$ cat config.mk
export PLATFORM = sky130hd
export DESIGN_NAME = axis_master
export DESIGN_NICKNAME = d
export VERILOG_FILES = /design/src/rtl/axis_master.sv
export SDC_FILE = /design/constraint.sdc
export NUM_CORES = 1
export LEC_CHECK = 0
export BUFFER_PORTS_ARGS = -buffer_cell sky130_fd_sc_hd__buf_2
export CORE_UTILIZATION = 62
export DETAILED_ROUTE_END_ITERATION = 7
export PLACE_DENSITY = 0.84
export SKIP_CTS_REPAIR_TIMING = 1
export SYNTH_ARGS = -nofsm -noshare
export SYNTH_HDL_FRONTEND = slang
export SYNTH_SLANG_ARGS = --single-unit
$ cat constraint.sdc
create_clock -name axi_aclk -period 4.2 [get_ports axi_aclk]
set_clock_uncertainty 0.05 [all_clocks]
set_input_delay 0.21 -clock axi_aclk [delete_from_list [all_inputs] [get_ports axi_aclk]]
set_output_delay 0.21 -clock axi_aclk [all_outputs]
set_load 0.01 [all_outputs]
$ cat src/rtl/axis_master.sv
// AXI-Stream transmit master: backend valid/ready beats into a small FIFO
// feeding one registered output stage that drives every AXIS output.
module axis_master #(
    parameter int DEPTH = 4,
    parameter int LW    = $clog2(DEPTH + 2)
) (
    input  logic          axi_aclk,
    input  logic          axi_reset,
    input  logic [31:0]   bk_data,
    input  logic [1:0]    bk_user,
    input  logic          bk_last,
    input  logic          bk_valid,
    output logic          bk_ready,
    output logic          axis_tvalid,
    output logic [31:0]   axis_tdata,
    output logic [3:0]    axis_tstrb,
    output logic [3:0]    axis_tkeep,
    output logic          axis_tlast,
    output logic [1:0]    axis_tuser,
    input  logic          axis_tready,
    output logic [LW-1:0] occupancy
);

    localparam int PW = $clog2(DEPTH);
    localparam int CW = $clog2(DEPTH + 1);
    localparam int BW = 35;

    typedef logic [BW-1:0] beat_t;

    beat_t          mem_q [DEPTH];
    logic [PW-1:0]  rd_ptr_q, rd_ptr_d;
    logic [PW-1:0]  wr_ptr_q, wr_ptr_d;
    logic [CW-1:0]  cnt_q, cnt_d;
    logic           or_vld_q, or_vld_d;
    beat_t          or_q, or_d;
    logic [LW-1:0]  occ_q, occ_d;
    logic           wr, rd, push, pop;
    beat_t          bk_beat;

    assign bk_beat  = {bk_last, bk_user, bk_data};
    // Ready comes from the registered count only, never from axis_tready.
    assign bk_ready = ~axi_reset & (cnt_q != CW'(DEPTH));
    assign wr       = bk_valid & bk_ready;
    assign rd       = or_vld_q & axis_tready;

    always_comb begin
        rd_ptr_d = rd_ptr_q;
        wr_ptr_d = wr_ptr_q;
        cnt_d    = cnt_q;
        or_vld_d = or_vld_q;
        or_d     = or_q;
        push     = 1'b0;
        pop      = 1'b0;
        if (~or_vld_q | rd) begin
            if (cnt_q != '0) begin
                or_d     = mem_q[rd_ptr_q];
                or_vld_d = 1'b1;
                pop      = 1'b1;
                push     = wr;
            end else if (wr) begin
                or_d     = bk_beat;
                or_vld_d = 1'b1;
            end else begin
                or_vld_d = 1'b0;
            end
        end else begin
            push = wr;
        end
        if (push) begin
            wr_ptr_d = wr_ptr_q + PW'(1);
        end
        if (pop) begin
            rd_ptr_d = rd_ptr_q + PW'(1);
        end
        case ({push, pop})
            2'b10:   cnt_d = cnt_q + CW'(1);
            2'b01:   cnt_d = cnt_q - CW'(1);
            default: cnt_d = cnt_q;
        endcase
        occ_d = LW'(cnt_d) + LW'(or_vld_d);
    end

    always_ff @(posedge axi_aclk) begin
        if (axi_reset) begin
            rd_ptr_q <= '0;
            wr_ptr_q <= '0;
            cnt_q    <= '0;
            or_vld_q <= 1'b0;
            or_q     <= '0;
            occ_q    <= '0;
        end else begin
            rd_ptr_q <= rd_ptr_d;
            wr_ptr_q <= wr_ptr_d;
            cnt_q    <= cnt_d;
            or_vld_q <= or_vld_d;
            or_q     <= or_d;
            occ_q    <= occ_d;
        end
    end

    always_ff @(posedge axi_aclk) begin
        if (push) begin
            mem_q[wr_ptr_q] <= bk_beat;
        end
    end

    assign axis_tvalid = or_vld_q;
    assign {axis_tlast, axis_tuser, axis_tdata} = or_q;
    assign axis_tstrb  = {4{or_vld_q}};
    assign axis_tkeep  = {4{or_vld_q}};
    assign occupancy   = occ_q;

endmodule

==> out/results.ini, run 1 <==
[outcome]
status=complete, but fails checks
violations=design-rule violations

[synth]
synth_edf_count=140
muxShareOfSynthArea=0.118
synth_nets=501
synth_top_family_by_area=multiplexers
synth_simple_gate_area_share=0.0757
yosys.area.top_type=edfxtp_1
ys.flop_type=edfxtp_1
ys_warn_count=0
synth-compound-area-share=0.0497
async_flop_share=0
avgSynthCellArea_um2=16.3
synth-seq-area-share=0.697
netlist_instances=454
ys_ff_latch=188
netlist_area_um2=7410
yosysUniqueCellTypes=33
synth.area.top_cells=edfxtp_1 (57%), dfxtp_1 (13%), mux4_1 (6.4%)
synth-xor-area-share=0.00710
synth_top_area_share=0.568
synthAdderAreaFrac=0.0145

[final_layout]
final_cell_area_um2=8770
mostFrequentLayoutCells=edfxtp_1 (140), buf_2 (86), nand2_1 (72)
drive_gt1_frac=0.263
area_growth_pct=18.4
utilization=0.761
fin_cells=718
fillers=643
antennaDiodeCount=0
final_nets=609
layout_commonest_cell=edfxtp_1

[place]
dpl.cell_count=651
placed_area_um2=7800
hpwl_mm=7.76
port_buffers=86
dp_slack_ns=1.16
gp_congestion=0.767

[sta]
hold_viol=0
worst_pin_slew_ns=1.10
slew_headroom=0.265
fin_crit_sh=0.671
setup_slack_ns=1.38
tns_ns=0
drv_slew=0
final.min_clock_period_ns=2.82
fmax_mhz=355
whs_ns=0.0973
setup_viol=0
rsz0062_at_grt=false

[die]
coreArea_um2=11500
initial_core_util=0.643
std_cell_rows=39
die_area_um2=12400
pin_count=87
die_h_um=111
die_w_um=111

[grt]
grt_use_total=0.239
overflow=0
grt_pass1_wl_mm=21.8
grt_pass1_vias=4270
grt_max_degree=52
antenna_found_initial=0

[setup_path]
cp.arrival_ns=3.08
regToRegSetupSlack_ns=1.38
worstPathRequired_ns=4.46
r2r_cells=6
cp-start-kind=register
crit_fanout=41
path_class=register to register
timing.rr.end=or_q[25]$_SDFFE_PP0P_
regToRegStartpoint=cnt_q[0]$_SDFF_PP0_
worst_setup_path_end_kind=register

[clocking]
cts_max_level=4
cts_tree=done
clk_path_buf_depth=2
clock_sinks=188
clk_transition_reported_paths_ns=0.07
insertion_delay_ns=0.42
clock_tree.root_cell=clkbuf_16
cts_inserted_buffers=17

[hold_path]
hold_path_end=axis_tvalid$_SDFF_PP0_
hp-start=bk_valid
holdPathStages=3
worst_hold_path_type=input port to register

[drt]
drt_wl_total_mm=14.5
vias=4252
first_pass_iters=7
ant_nets=0
dr.first_iter.drc_count=433
avgRoutedWirePerCell_um=20.1
drcViolationCount=16
vias_per_cell=5.92

[run]
maxCapViolations=0

[pwr]
leakagePower_nw=3.19
power_mw=5.96
powerDensity_nw_per_um2=680
vdd_drop_max_mv=0.336

kinds of logic (layout without fill, tap and decap cells):
family / Yosys count / in the layout
DFF: 188 / 188
adders and majority gates: 8 / 8
AOI/OAI and AO/OA: 40 / 40
buffers and inverters: 42 / 163
and+or+nand+nor: 133 / 133
muxes: 37 / 37
xor gates and xnor gates: 6 / 6
cell usage after synthesis (all sizes together), types with 6 or more instances:
library cell and n:
inv 6, mux4 35, clkbuf 8, edfxtp 140
ha 7, a311oi 35, nor2 43, nor2b 7
nand2 72, dfxtp 48, buf 28
worst max-delay path, stage by stage, from the launching register on:
cell and delay (ns):
dfxtp_1 0.46, nor3_4 0.07, buf_4 0.29, a21oi_4 0.90, buf_4 0.46, nor2_1 0.08
a311oi_1 0.35
power by group:
| group | leakage (nW) | switching [mW] | total [mW] | internal, mW |
|---|---|---|---|---|
| Combinational | 1.23 | 1.08 | 1.83 | 0.753 |
| Sequential | 1.66 | 0.231 | 2.49 | 2.26 |
| Clock | 0.301 | 0.666 | 1.64 | 0.976 |
| Total | 3.19 | 1.97 | 5.96 | 3.99 |
cell type report:
cell class,count,area [um^2],share of cell area
clock buffers,23,509,0.0581
clock inverters,9,108,0.0123
multi-input cells,224,1970,0.225
well taps,143,179,0.0204
flip-flops and latches,188,5170,0.589
repair buffers,125,811,0.0925
inverters,6,22.5,0.00257
worst max path at each step:
| stage | startpoint | slack, ns | endpoint | depth (start not counted) |
|---|---|---|---|---|
| global route | cnt_q[0]$_SDFF_PP0_ | 1.18 | or_q[25]$_SDFFE_PP0P_ | 6 |
| CTS | cnt_q[0]$_SDFF_PP0_ | 1.43 | occupancy[2]$_SDFF_PP0_ | 10 |
| finish | cnt_q[0]$_SDFF_PP0_ | 1.38 | or_q[25]$_SDFFE_PP0P_ | 6 |
| floorplan | axis_tvalid$_SDFF_PP0_ | 1.73 | occupancy[2]$_SDFF_PP0_ | 10 |
| detailed placement | axi_reset | 1.16 | occupancy[2]$_SDFF_PP0_ | 11 |
| global placement | axi_reset | 1.27 | occupancy[2]$_SDFF_PP0_ | 11 |
registers in the layout (all words and copies together) (netlist names), named ones only:
signal / count
occupancy: 3
rd_ptr_q: 2
wr_ptr_q: 2
cnt_q: 3
or_q: 35
mem_q: 140
axis_tvalid: 1
routing by layer:
layer / GRT usage / part of all wire / vias to the layer above
li1: - / - / 1946
met1: 0.295 / 0.40 / 2107
met2: 0.395 / 0.52 / 178
met3: 0.0629 / 0.065 / 21
met4: 0.114 / 0.018 / 0
met5: 0 / 0 / -
(Power assumes the default switching activity.)
==> inputs of run 2 (changes only) <==
Settings changed: ABC_AREA set to 1, CORE_UTILIZATION 62 to 59, PLACE_DENSITY 0.84 to 0.8.
Clock period 4.2 ns to 2.7 ns, I/O delays scaled along.
==> run 2 against run 1 <==
  * The run now ends clean
  * Area after synthesis is 16% higher
  * Total power up 68%
  * Non-clock buffer count grew 11
  * Flip-flop and latch count is the same
  * Final area increased by 15%
  * Setup slack worse by 1.2 ns
  * Utilization decreased by 4.2 points
  * Clock power rose by 64%
  * Via count grew 49%
  * Clock-buffer cell count is 5 lower
==> out/results.ini, run 2 <==
[outcome]
status=completed  ; was complete, but fails checks

[hold_path]
hp-start=axis_tready  ; was bk_valid
hold_path_end=wr_ptr_q[0]$_SDFFE_PP0P_  ; was axis_tvalid$_SDFF_PP0_
holdPathStages=7  ; was 3
worst_hold_path_type=input port to register  ; unchanged

[drt]
ant_nets=0  ; unchanged
drt_wl_total_mm=18.0  ; was 14.5 mm
vias=6347  ; was 4252
first_pass_iters=5  ; was 7
dr.first_iter.drc_count=537  ; was 433
drcViolationCount=0  ; was 16
avgRoutedWirePerCell_um=14.0  ; was 20.1 um
vias_per_cell=4.93  ; was 5.92

[grt]
overflow=0  ; unchanged
grt_pass1_vias=5921  ; was 4270
grt_use_total=0.249  ; was 0.239
grt_max_degree=71  ; was 52
grt_pass1_wl_mm=28.0  ; was 21.8 mm
antenna_found_initial=0  ; unchanged

[sta]
hold_viol=0  ; unchanged
drv_slew=0  ; unchanged
worst_pin_slew_ns=0.762  ; was 1.10 ns
setup_slack_ns=0.141  ; was 1.38 ns
slew_headroom=0.492  ; was 0.265
fin_crit_sh=0.948  ; was 0.671
fmax_mhz=391  ; was 355 MHz
setup_viol=0  ; unchanged
tns_ns=0  ; unchanged
final.min_clock_period_ns=2.56  ; was 2.82 ns
whs_ns=0.274  ; was 0.0973 ns

[final_layout]
top_register=mem_q  ; unchanged
mostFrequentLayoutCells=nand2_1 (365), inv_1 (198), edfxtp_1 (140)  ; was edfxtp_1 (140), buf_2 (86), nand2_1 (72)
final_cell_area_um2=10100  ; was 8770 um^2
layout_commonest_cell=nand2_1  ; was edfxtp_1
drive_gt1_frac=0.134  ; was 0.263
area_growth_pct=17.5  ; was 18.4%
top_regs=mem_q x140, or_q x35  ; unchanged
largest_reg_flops=140  ; unchanged
antennaDiodeCount=0  ; unchanged
final_nets=1142  ; was 609

[run]
maxCapViolations=0  ; unchanged

[setup_path]
cp-start-kind=register  ; unchanged
regToRegStartpoint=cnt_q[0]$_SDFF_PP0_  ; unchanged
path_class=register to register  ; unchanged
crit_chain=nor2_8 -> a21oi_4 -> nand2_2 -> nor2_2 -> inv_2 -> ha_1 -> inv_1 -> fa_1 -> nand2_1 -> o21ai_0 -> inv_1 -> ha_1 -> inv_1 -> a21oi_1 -> nor2_1  ; was nor3_4 -> buf_4 -> a21oi_4 -> buf_4 -> nor2_1 -> a311oi_1
worst_setup_path_end_kind=register  ; unchanged
cp.arrival_ns=2.83  ; was 3.08 ns
crit_path_top_delay_cell=dfxtp_1  ; was a21oi_4
regToRegSetupSlack_ns=0.14  ; was 1.38 ns
timing.rr.end=occupancy[2]$_SDFF_PP0_  ; was or_q[25]$_SDFFE_PP0P_
max_stage_delay_ns=0.45  ; was 0.90 ns
worstPathRequired_ns=2.97  ; was 4.46 ns
r2r_cells=15  ; was 6
cp_common_cell=inv_1  ; was buf_4
crit_fanout=4  ; was 41

[die]
std_cell_rows=43  ; was 39
pin_count=87  ; unchanged
die_area_um2=15100  ; was 12400 um^2
die_h_um=123  ; was 111 um
die_w_um=123  ; was 111 um
coreArea_um2=14000  ; was 11500 um^2
initial_core_util=0.612  ; was 0.643

[synth]
async_flop_share=0  ; unchanged
ys.flop_type=edfxtp_1  ; unchanged
yosys-top-cells-count=nand2_1 (365), inv_1 (198), edfxtp_1 (140)  ; was edfxtp_1 (140), nand2_1 (72), dfxtp_1 (48)
synth_edf_count=140  ; unchanged
yosysUniqueCellTypes=26  ; was 33
synth-seq-area-share=0.601  ; was 0.697
ys_warn_count=0  ; unchanged
synth.area.top_cells=edfxtp_1 (49%), nand2_1 (16%), dfxtp_1 (11%)  ; was edfxtp_1 (57%), dfxtp_1 (13%), mux4_1 (6.4%)
synth_nets=1035  ; was 501
ys_ff_latch=188  ; unchanged
netlist_area_um2=8600  ; was 7410 um^2
netlist_instances=988  ; was 454
synth_top_area_share=0.489  ; was 0.568
avgSynthCellArea_um2=8.70  ; was 16.3 um^2
yosysMostFrequentCell=nand2_1  ; was edfxtp_1
yosys.area.top_type=edfxtp_1  ; unchanged

[clocking]
insertion_delay_ns=0.43  ; was 0.42 ns
clk_transition_reported_paths_ns=0.06  ; was 0.07 ns
clock_sinks=188  ; unchanged
cts_inserted_buffers=17  ; unchanged
cts_max_level=4  ; unchanged
clock_tree.root_cell=clkbuf_16  ; unchanged
cts_tree=done  ; unchanged
clk_path_buf_depth=2  ; unchanged

[place]
gp_congestion=0.765  ; was 0.767
placed_area_um2=9090  ; was 7800 um^2
port_buffers=86  ; unchanged
hpwl_mm=10.3  ; was 7.76 mm
dp_slack_ns=0.165  ; was 1.16 ns

[pwr]
leakagePower_nw=4.93  ; was 3.19 nW
vdd_drop_max_mv=0.694  ; was 0.336 mV
power_mw=10.0  ; was 5.96 mW
powerDensity_nw_per_um2=993  ; was 680 nW/um^2

==> run 2: worst max-delay path by stage <==
stage | slack, ns | start | depth (start not counted) | endpoint
4_1_cts | 0.16 | axis_tvalid$_SDFF_PP0_ | 15 | occupancy[2]$_SDFF_PP0_
2_1_floorplan | 0.23 | axis_tvalid$_SDFF_PP0_ | 6 | mem_q[0][0]$_DFFE_PP_
3_5_place_dp | 0.17 | axis_tvalid$_SDFF_PP0_ | 15 | occupancy[2]$_SDFF_PP0_
6_report | 0.14 | cnt_q[0]$_SDFF_PP0_ | 15 | occupancy[2]$_SDFF_PP0_
5_1_grt | -0.05 | cnt_q[0]$_SDFF_PP0_ | 15 | occupancy[2]$_SDFF_PP0_
3_3_place_gp | 0.27 | axis_tvalid$_SDFF_PP0_ | 15 | occupancy[2]$_SDFF_PP0_
==> run 2: power by group <==
part	leakage, nW	total, mW	switching [mW]	internal [mW]
clock	0.304	2.69	1.04	1.65
combinational	2.96	3.67	2.46	1.22
sequential	1.66	3.67	0.165	3.50
==> run 2: metal layers <==
layer	part of all wire	track usage	vias to the layer above
li1	-	-	3185
met1	0.41	0.299	2909
met2	0.52	0.427	211
met3	0.058	0.0604	42
met4	0.019	0.104	0
met5	0	0	-
==> run 2: area by class of cell <==
type                    count  area (um^2)
clock inverters            14          199
fillers                  1043         3940
well taps                 180          225
multi-input cells         549         2350
flip-flops and latches    188         5170
inverters                 203          767
clock buffers              18          439
repair buffers            136          948
==> run 2: cells by family after synthesis <==
group	count (synthesis)	share of synthesized area
AOI/OAI and AO/OA	8	0.00684
adders and majority gates	8	0.0125
buffers and inverters	251	0.128
DFF	188	0.601
and+or+nand+nor	533	0.252
==> run 2: through the flow <==
step | util | instances
4_1_cts | 0.693 | 1251
2_1_floorplan | - | 988
3_5_place_dp | 0.647 | 1219
3_3_place_gp | 0.647 | 1219
5_1_grt | 0.719 | 1288
6_report | 0.719 | 1288
==> run 2: critical path, delay by kind of cell (launching register included) <==
kind            cells  cell delay, ns
fa+ha+maj           3            0.76
simple gates        5            0.50
flops               1            0.45
compound gates      3            0.39
buf+inv             4            0.27
